`src/rtl/sdram_phase_autotune.sv`:
```
// SDRAM clock phase calibrator: sweeps the PLL output phase over one period, scores each
// position from mem_tester counter deltas, and parks at the centre of the longest passing run.
module sdram_phase_autotune #(
  parameter int C_steps        = 32,
  parameter int C_pulse_len    = 4,
  parameter int C_settle       = 1024,
  parameter int C_dwell_passes = 2,
  parameter int C_fail_tol     = 0
) (
  input  logic               clk,
  input  logic               rst_n,
  input  logic               start,
  input  logic [31:0]        passcount,
  input  logic [31:0]        failcount,
  output logic               phasedir,
  output logic               phasestep,
  output logic               phaseloadreg,
  output logic [7:0]         phase,
  output logic [C_steps-1:0] window,
  output logic [7:0]         best_start,
  output logic [7:0]         best_len,
  output logic               busy,
  output logic               done,
  output logic               fail
);

  localparam int         IW   = $clog2(C_steps);
  localparam logic [7:0] LAST = 8'(C_steps - 1);

  typedef enum logic [3:0] {
    S_IDLE, S_STEP, S_SETTLE, S_SNAP, S_DWELL, S_EVAL, S_SEARCH, S_SEEK, S_DONE
  } state_t;

  state_t      state, state_nxt;
  logic [31:0] cnt;
  logic [7:0]  k;
  logic [7:0]  scan;
  logic [7:0]  run_len;
  logic [7:0]  run_start;
  logic [8:0]  seek_left;
  logic [31:0] p0, f0;
  logic [31:0] pass_delta, fail_delta;
  logic        pulse_last, settle_last;
  logic [IW-1:0] kidx, sidx;

  assign pass_delta  = passcount - p0;
  assign fail_delta  = failcount - f0;
  assign pulse_last  = (cnt == 32'(2 * C_pulse_len - 1));
  assign settle_last = (cnt == 32'(C_settle - 1));
  assign kidx        = k[IW-1:0];
  assign sidx        = scan[IW-1:0];

  always_ff @(posedge clk or negedge rst_n) begin
    if (!rst_n) state <= S_IDLE;
    else        state <= state_nxt;
  end

  always_comb begin
    state_nxt = state;
    case (state)
      S_IDLE, S_DONE: if (start) state_nxt = S_SETTLE;
      S_STEP:         if (pulse_last) state_nxt = S_SETTLE;
      S_SETTLE:       if (settle_last) state_nxt = S_SNAP;
      S_SNAP:         state_nxt = S_DWELL;
      S_DWELL:        if (pass_delta >= 32'(C_dwell_passes)) state_nxt = S_EVAL;
      S_EVAL:         state_nxt = (k == LAST) ? S_SEARCH : S_STEP;
      S_SEARCH:       if (scan == 8'(C_steps)) state_nxt = S_SEEK;
      S_SEEK:         if (pulse_last && seek_left == 9'd1) state_nxt = S_DONE;
      default:        state_nxt = S_IDLE;
    endcase
  end

  always_comb begin
    phasedir     = 1'b0;
    phaseloadreg = 1'b0;
    phasestep    = ((state == S_STEP) || (state == S_SEEK)) && (cnt < 32'(C_pulse_len));
    busy         = (state != S_IDLE) && (state != S_DONE);
    done         = (state == S_DONE);
  end

  always_ff @(posedge clk or negedge rst_n) begin
    if (!rst_n) begin
      cnt        <= '0;
      k          <= '0;
      scan       <= '0;
      run_len    <= '0;
      run_start  <= '0;
      seek_left  <= '0;
      p0         <= '0;
      f0         <= '0;
      phase      <= '0;
      window     <= '0;
      best_start <= '0;
      best_len   <= '0;
      fail       <= 1'b0;
    end else begin
      case (state)
        S_IDLE, S_DONE: begin
          if (start) begin
            window     <= '0;
            best_start <= '0;
            best_len   <= '0;
            fail       <= 1'b0;
            k          <= '0;
            cnt        <= '0;
          end
        end
        S_STEP, S_SEEK: begin
          cnt <= pulse_last ? '0 : cnt + 32'd1;
          // phase advances together with the falling edge of phasestep
          if (cnt == 32'(C_pulse_len - 1))
            phase <= (phase == LAST) ? '0 : phase + 8'd1;
          if (state == S_SEEK && pulse_last)
            seek_left <= seek_left - 9'd1;
        end
        S_SETTLE: cnt <= settle_last ? '0 : cnt + 32'd1;
        S_SNAP: begin
          p0 <= passcount;
          f0 <= failcount;
        end
        S_EVAL: begin
          window[kidx] <= (fail_delta <= 32'(C_fail_tol));
          if (k != LAST) k <= k + 8'd1;
          cnt       <= '0;
          scan      <= '0;
          run_len   <= '0;
          run_start <= '0;
        end
        S_SEARCH: begin
          if (scan < 8'(C_steps)) begin
            if (window[sidx]) begin
              if (run_len + 8'd1 > best_len) begin
                best_len   <= run_len + 8'd1;
                best_start <= (run_len == 8'd0) ? scan : run_start;
              end
              if (run_len == 8'd0) run_start <= scan;
              run_len <= run_len + 8'd1;
            end else begin
              run_len <= '0;
            end
            scan <= scan + 8'd1;
          end else begin
            // one step back to the sweep origin, then best_start + best_len/2 further
            seek_left <= (best_len == 8'd0) ? 9'd1
                       : 9'd1 + {1'b0, best_start} + {2'b00, best_len[7:1]};
            fail      <= (best_len == 8'd0);
            cnt       <= '0;
          end
        end
        default: ;
      endcase
    end
  end

endmodule

```
`config.mk`:
```
export PLATFORM = sky130hd
export DESIGN_NAME = sdram_phase_autotune
export DESIGN_NICKNAME = d
export VERILOG_FILES = /design/src/rtl/sdram_phase_autotune.sv
export SDC_FILE = /design/constraint.sdc
export NUM_CORES = 1
export LEC_CHECK = 0
export BUFFER_PORTS_ARGS = -buffer_cell sky130_fd_sc_hd__clkbuf_2
export CELL_PAD_IN_SITES_DETAIL_PLACEMENT = 2
export CELL_PAD_IN_SITES_GLOBAL_PLACEMENT = 2
export CORE_MARGIN = 2
export CORE_UTILIZATION = 37
export CTS_CLUSTER_DIAMETER = 60
export DETAILED_ROUTE_END_ITERATION = 7
export HOLD_SLACK_MARGIN = 0.06
export PLACE_DENSITY_LB_ADDON = 0.15
export RECOVER_POWER = 25
export SLEW_MARGIN = 5
export SYNTH_ARGS = -nofsm -noshare
export SYNTH_HDL_FRONTEND = slang
export SYNTH_SLANG_ARGS = --single-unit
export TNS_END_PERCENT = 1
```
`constraint.sdc`:
```
create_clock -name clk -period 3.95 [get_ports clk]
set_clock_uncertainty 0.15 [all_clocks]
set_input_delay 0.79 -clock clk [delete_from_list [all_inputs] [get_ports clk]]
set_output_delay 0.79 -clock clk [all_outputs]
set_load 0.01 [all_outputs]
```
==> results.json <==
{
  "clock-sinks": 198,
  "outcome": "complete, but fails checks",
  "cap_violations": 2,
  "htree_levels": 4,
  "placement.io_buffers": 126,
  "worst_setup_path_type": "input port to flop",
  "setup_viol": 0,
  "viasPerCell": 5.61,
  "clock_latency_ps": 470,
  "detailed_place_hpwl_mm": 35.0,
  "die_area_um2": 39700,
  "floorplan.die.height_um": 199,
  "cts.repair.resized": 0,
  "post_synth_inst_count": 1699,
  "starting_density_of_the_core_pct": 37.5,
  "finalHoldWorstSlack_ps": 346,
  "worstHoldPathType": "flop to flop",
  "finalWorstPathRequiredPeriod_ps": 3660,
  "count_of_flip_flops_with_a_built_in_enable_after_synthesis": 0,
  "slew_viol_final": 124,
  "clock.fmax_mhz": 273,
  "groute.layer.met2.usage_pct": 41.4,
  "first_pass_iters": 5,
  "most_common_cell_after_layout_fill_and_taps_aside": "dfrtp_1",
  "cp_cell_sequence": "clkbuf_2 > inv_1 > ha_1 > fa_1 > nor2b_4 > o31ai_2 > a31o_2 > a311oi_1 > buf_4 > o32ai_1 > nor2_1 > a22oi_1 > nor4_2 > a31oi_2 > mux2_4",
  "pin_count_of_the_biggest_net_entering_global_routing": 68,
  "timing.critical_path.max_delay_family": "compound AO/OA/AOI/OAI gates",
  "drc": 0,
  "final_nets": 2007,
  "clockBufferDepth": 2,
  "synth_warnings": 0,
  "groute.layer.met1.usage_pct": 30.4,
  "peakVddDrop_uv": 341,
  "mostFrequentLayoutCells": "dfrtp_1, nand2_1, o21ai_0, clkbuf_2, nor2_1",
  "power.density_cell_area_nw_per_um2": 681,
  "antenna_found_initial": 3,
  "yosysUniqueCellTypes": 87,
  "final_layout_size_suffix_gt1_share_pct": 16.3,
  "die_width_um": 199,
  "max_slew.worst_pin.slew_ps": 1760,
  "fp-row-count": 71,
  "grt_setup_unrepaired": "false",
  "postSynthAreaPerCell_um2": 8.29,
  "finalCritPeriodShare_pct": 92.6,
  "clkSlewWorstSetupHoldPaths_ps": 70,
  "cts_buffers": 17,
  "worst-path-max-fanout": 4,
  "proportion_of_synthesized_chip_area_in_sequential_cells_pct": 35.2,
  "number_of_hold_buffers_added_after_cts": 0,
  "timing.max_slew.rel_slack_pct": -17.5,
  "layout_setup_ws_ps": 292,
  "grt.busiest_layer": "met2",
  "detailroute.via_count": 13300,
  "power.total_mw": 11.1,
  "worstPathRequired_ps": 4150,
  "endpoint_kind": "flop",
  "design.portCount": 129,
  "critical-path-max-stage-delay_ps": 420,
  "global_route_overflow": 0,
  "iteration_0_drc_count_of_the_detailed_router": 500,
  "worstPathArrival_ps": 3860,
  "groute.usage.overall_pct": 23.7,
  "post_cts_buffers": 0,
  "postLayoutCoreUtil_pct": 43.3,
  "startpoint_class_of_the_critical_path": "input port",
  "placed_cells_incl_taps": 2341,
  "area_growth_pct": 15.6,
  "synth_flop_cell": "dfrtp_1",
  "violations_in_the_final_reports": "max-capacitance violations, max-slew violations",
  "cts_root_buffer": "clkbuf_16",
  "p_leak_nw": 7.41,
  "floorplan.core_area_um2": 37600,
  "wire_per_inst_um": 19.2,
  "placement.setup.worst_slack_ps": -265,
  "layoutNonFillerInstCount": 2375,
  "ys_seq_elements": 198,
  "buffer_and_inverter_count_on_the_worst_path": 3,
  "syn-cell-area_um2": 14100,
  "wirelength_mm": 45.5,
  "grt.met3_usage_pct": 2.97,
  "async_flop_share_pct": 100,
  "finalHoldViolations": 0,
  "number_of_global_route_vias_before_repair": 14300,
  "drtAntennaViolNets": 0,
  "grt_pass1_wl_mm": 75.4,
  "tritoncts_clock_tree": "yes",
  "place.gp.congestion": 0.861,
  "timing.critical_path.slowest_stage_cell": "fa_1"
}
worst register-to-register path: stages (launching register included):
cell and delay [ps]:
dfrtp_1 390, ha_1 210, fa_1 420, nor2b_4 170
o31ai_2 120, a31o_2 270, a311oi_1 300, buf_4 180
o32ai_1 110, nor2_1 140, a22oi_1 100, nor4_2 360
a31oi_2 190, mux2_4 330
routing by layer:
layer  share of wire [%]  wire (um)
met2                  50      22600
met5                   0          0
met3                 2.6       1200
met1                  46      20800
met4                 2.1        939
cells by family (layout without fill, tap and decap cells):
| logic type | Yosys count | after routing | share of synthesized area [%] |
|---|---|---|---|
| xor+xnor | 72 | 72 | 4.48 |
| fa+ha+maj | 91 | 91 | 8.19 |
| buf+inv | 208 | 370 | 5.85 |
| other cells | 1 | 4 | 0.0266 |
| mux | 46 | 46 | 4.32 |
| compound gates | 468 | 468 | 20.5 |
| flops | 198 | 198 | 35.2 |
| simple gates | 615 | 615 | 21.4 |
cell type report:
cell class	instances	area [um2]
timing repair buffer	220	1370
clock inverter	15	123
antenna	2	5.00
multi-input combinational	1294	8330
fill	4291	21300
clock buffer	17	425
inverter	118	443
sequential	198	4950
tap	511	639
power by group:
part,switching [mW],internal (mW)
logic,3.94,2.66
registers,0.318,2.45
clock network,0.899,0.823
registers in the layout, indices dropped and copies added, names as in the netlist:
name and cells:
cnt 32, state 4, k 8, fail 1, scan 8, run_len 8
window 32, f0 32, seek_left 9, best_len 8, run_start 8, best_start 8
phase 8, p0 32
Yosys cell counts, types with 33 or more instances:
library cell	n	area share (%)
nand3_1	100	3.6
dfrtp_1	198	35
o21ai_0	156	5.5
xor2_1	38	2.4
o21ai_1	36	1.3
inv_1	118	3.1
nor2_1	122	3.3
a21oi_1	93	3.3
ha_1	89	7.9
clkbuf_1	64	1.7
nor3_1	33	1.2
xnor2_1	34	2.1
nand2_1	183	4.9
o211ai_1	36	1.9
through the flow:
stage                     instance area (um2)  TNS, ps
final                                   16300        0
after detailed placement                15800    -3400
after CTS                               16300        0
after global routing                    16300        0
after floorplan                         14100        0
after global placement                  15800     -844
worst paths after layout:
check	from	to	slack, ps	cells after the start
min in group asynchronous	rst_n	window[1]	630	1
min reg2reg	phase[7]	phase[7]	350	1
min	phase[7]	phase[7]	350	1
max reg2reg	p0[0]	state[2]	410	13
max	passcount[0]	state[2]	290	15
max in group asynchronous	rst_n	p0[22]	690	2
No activity file was read; power rests on OpenSTA's default activity.
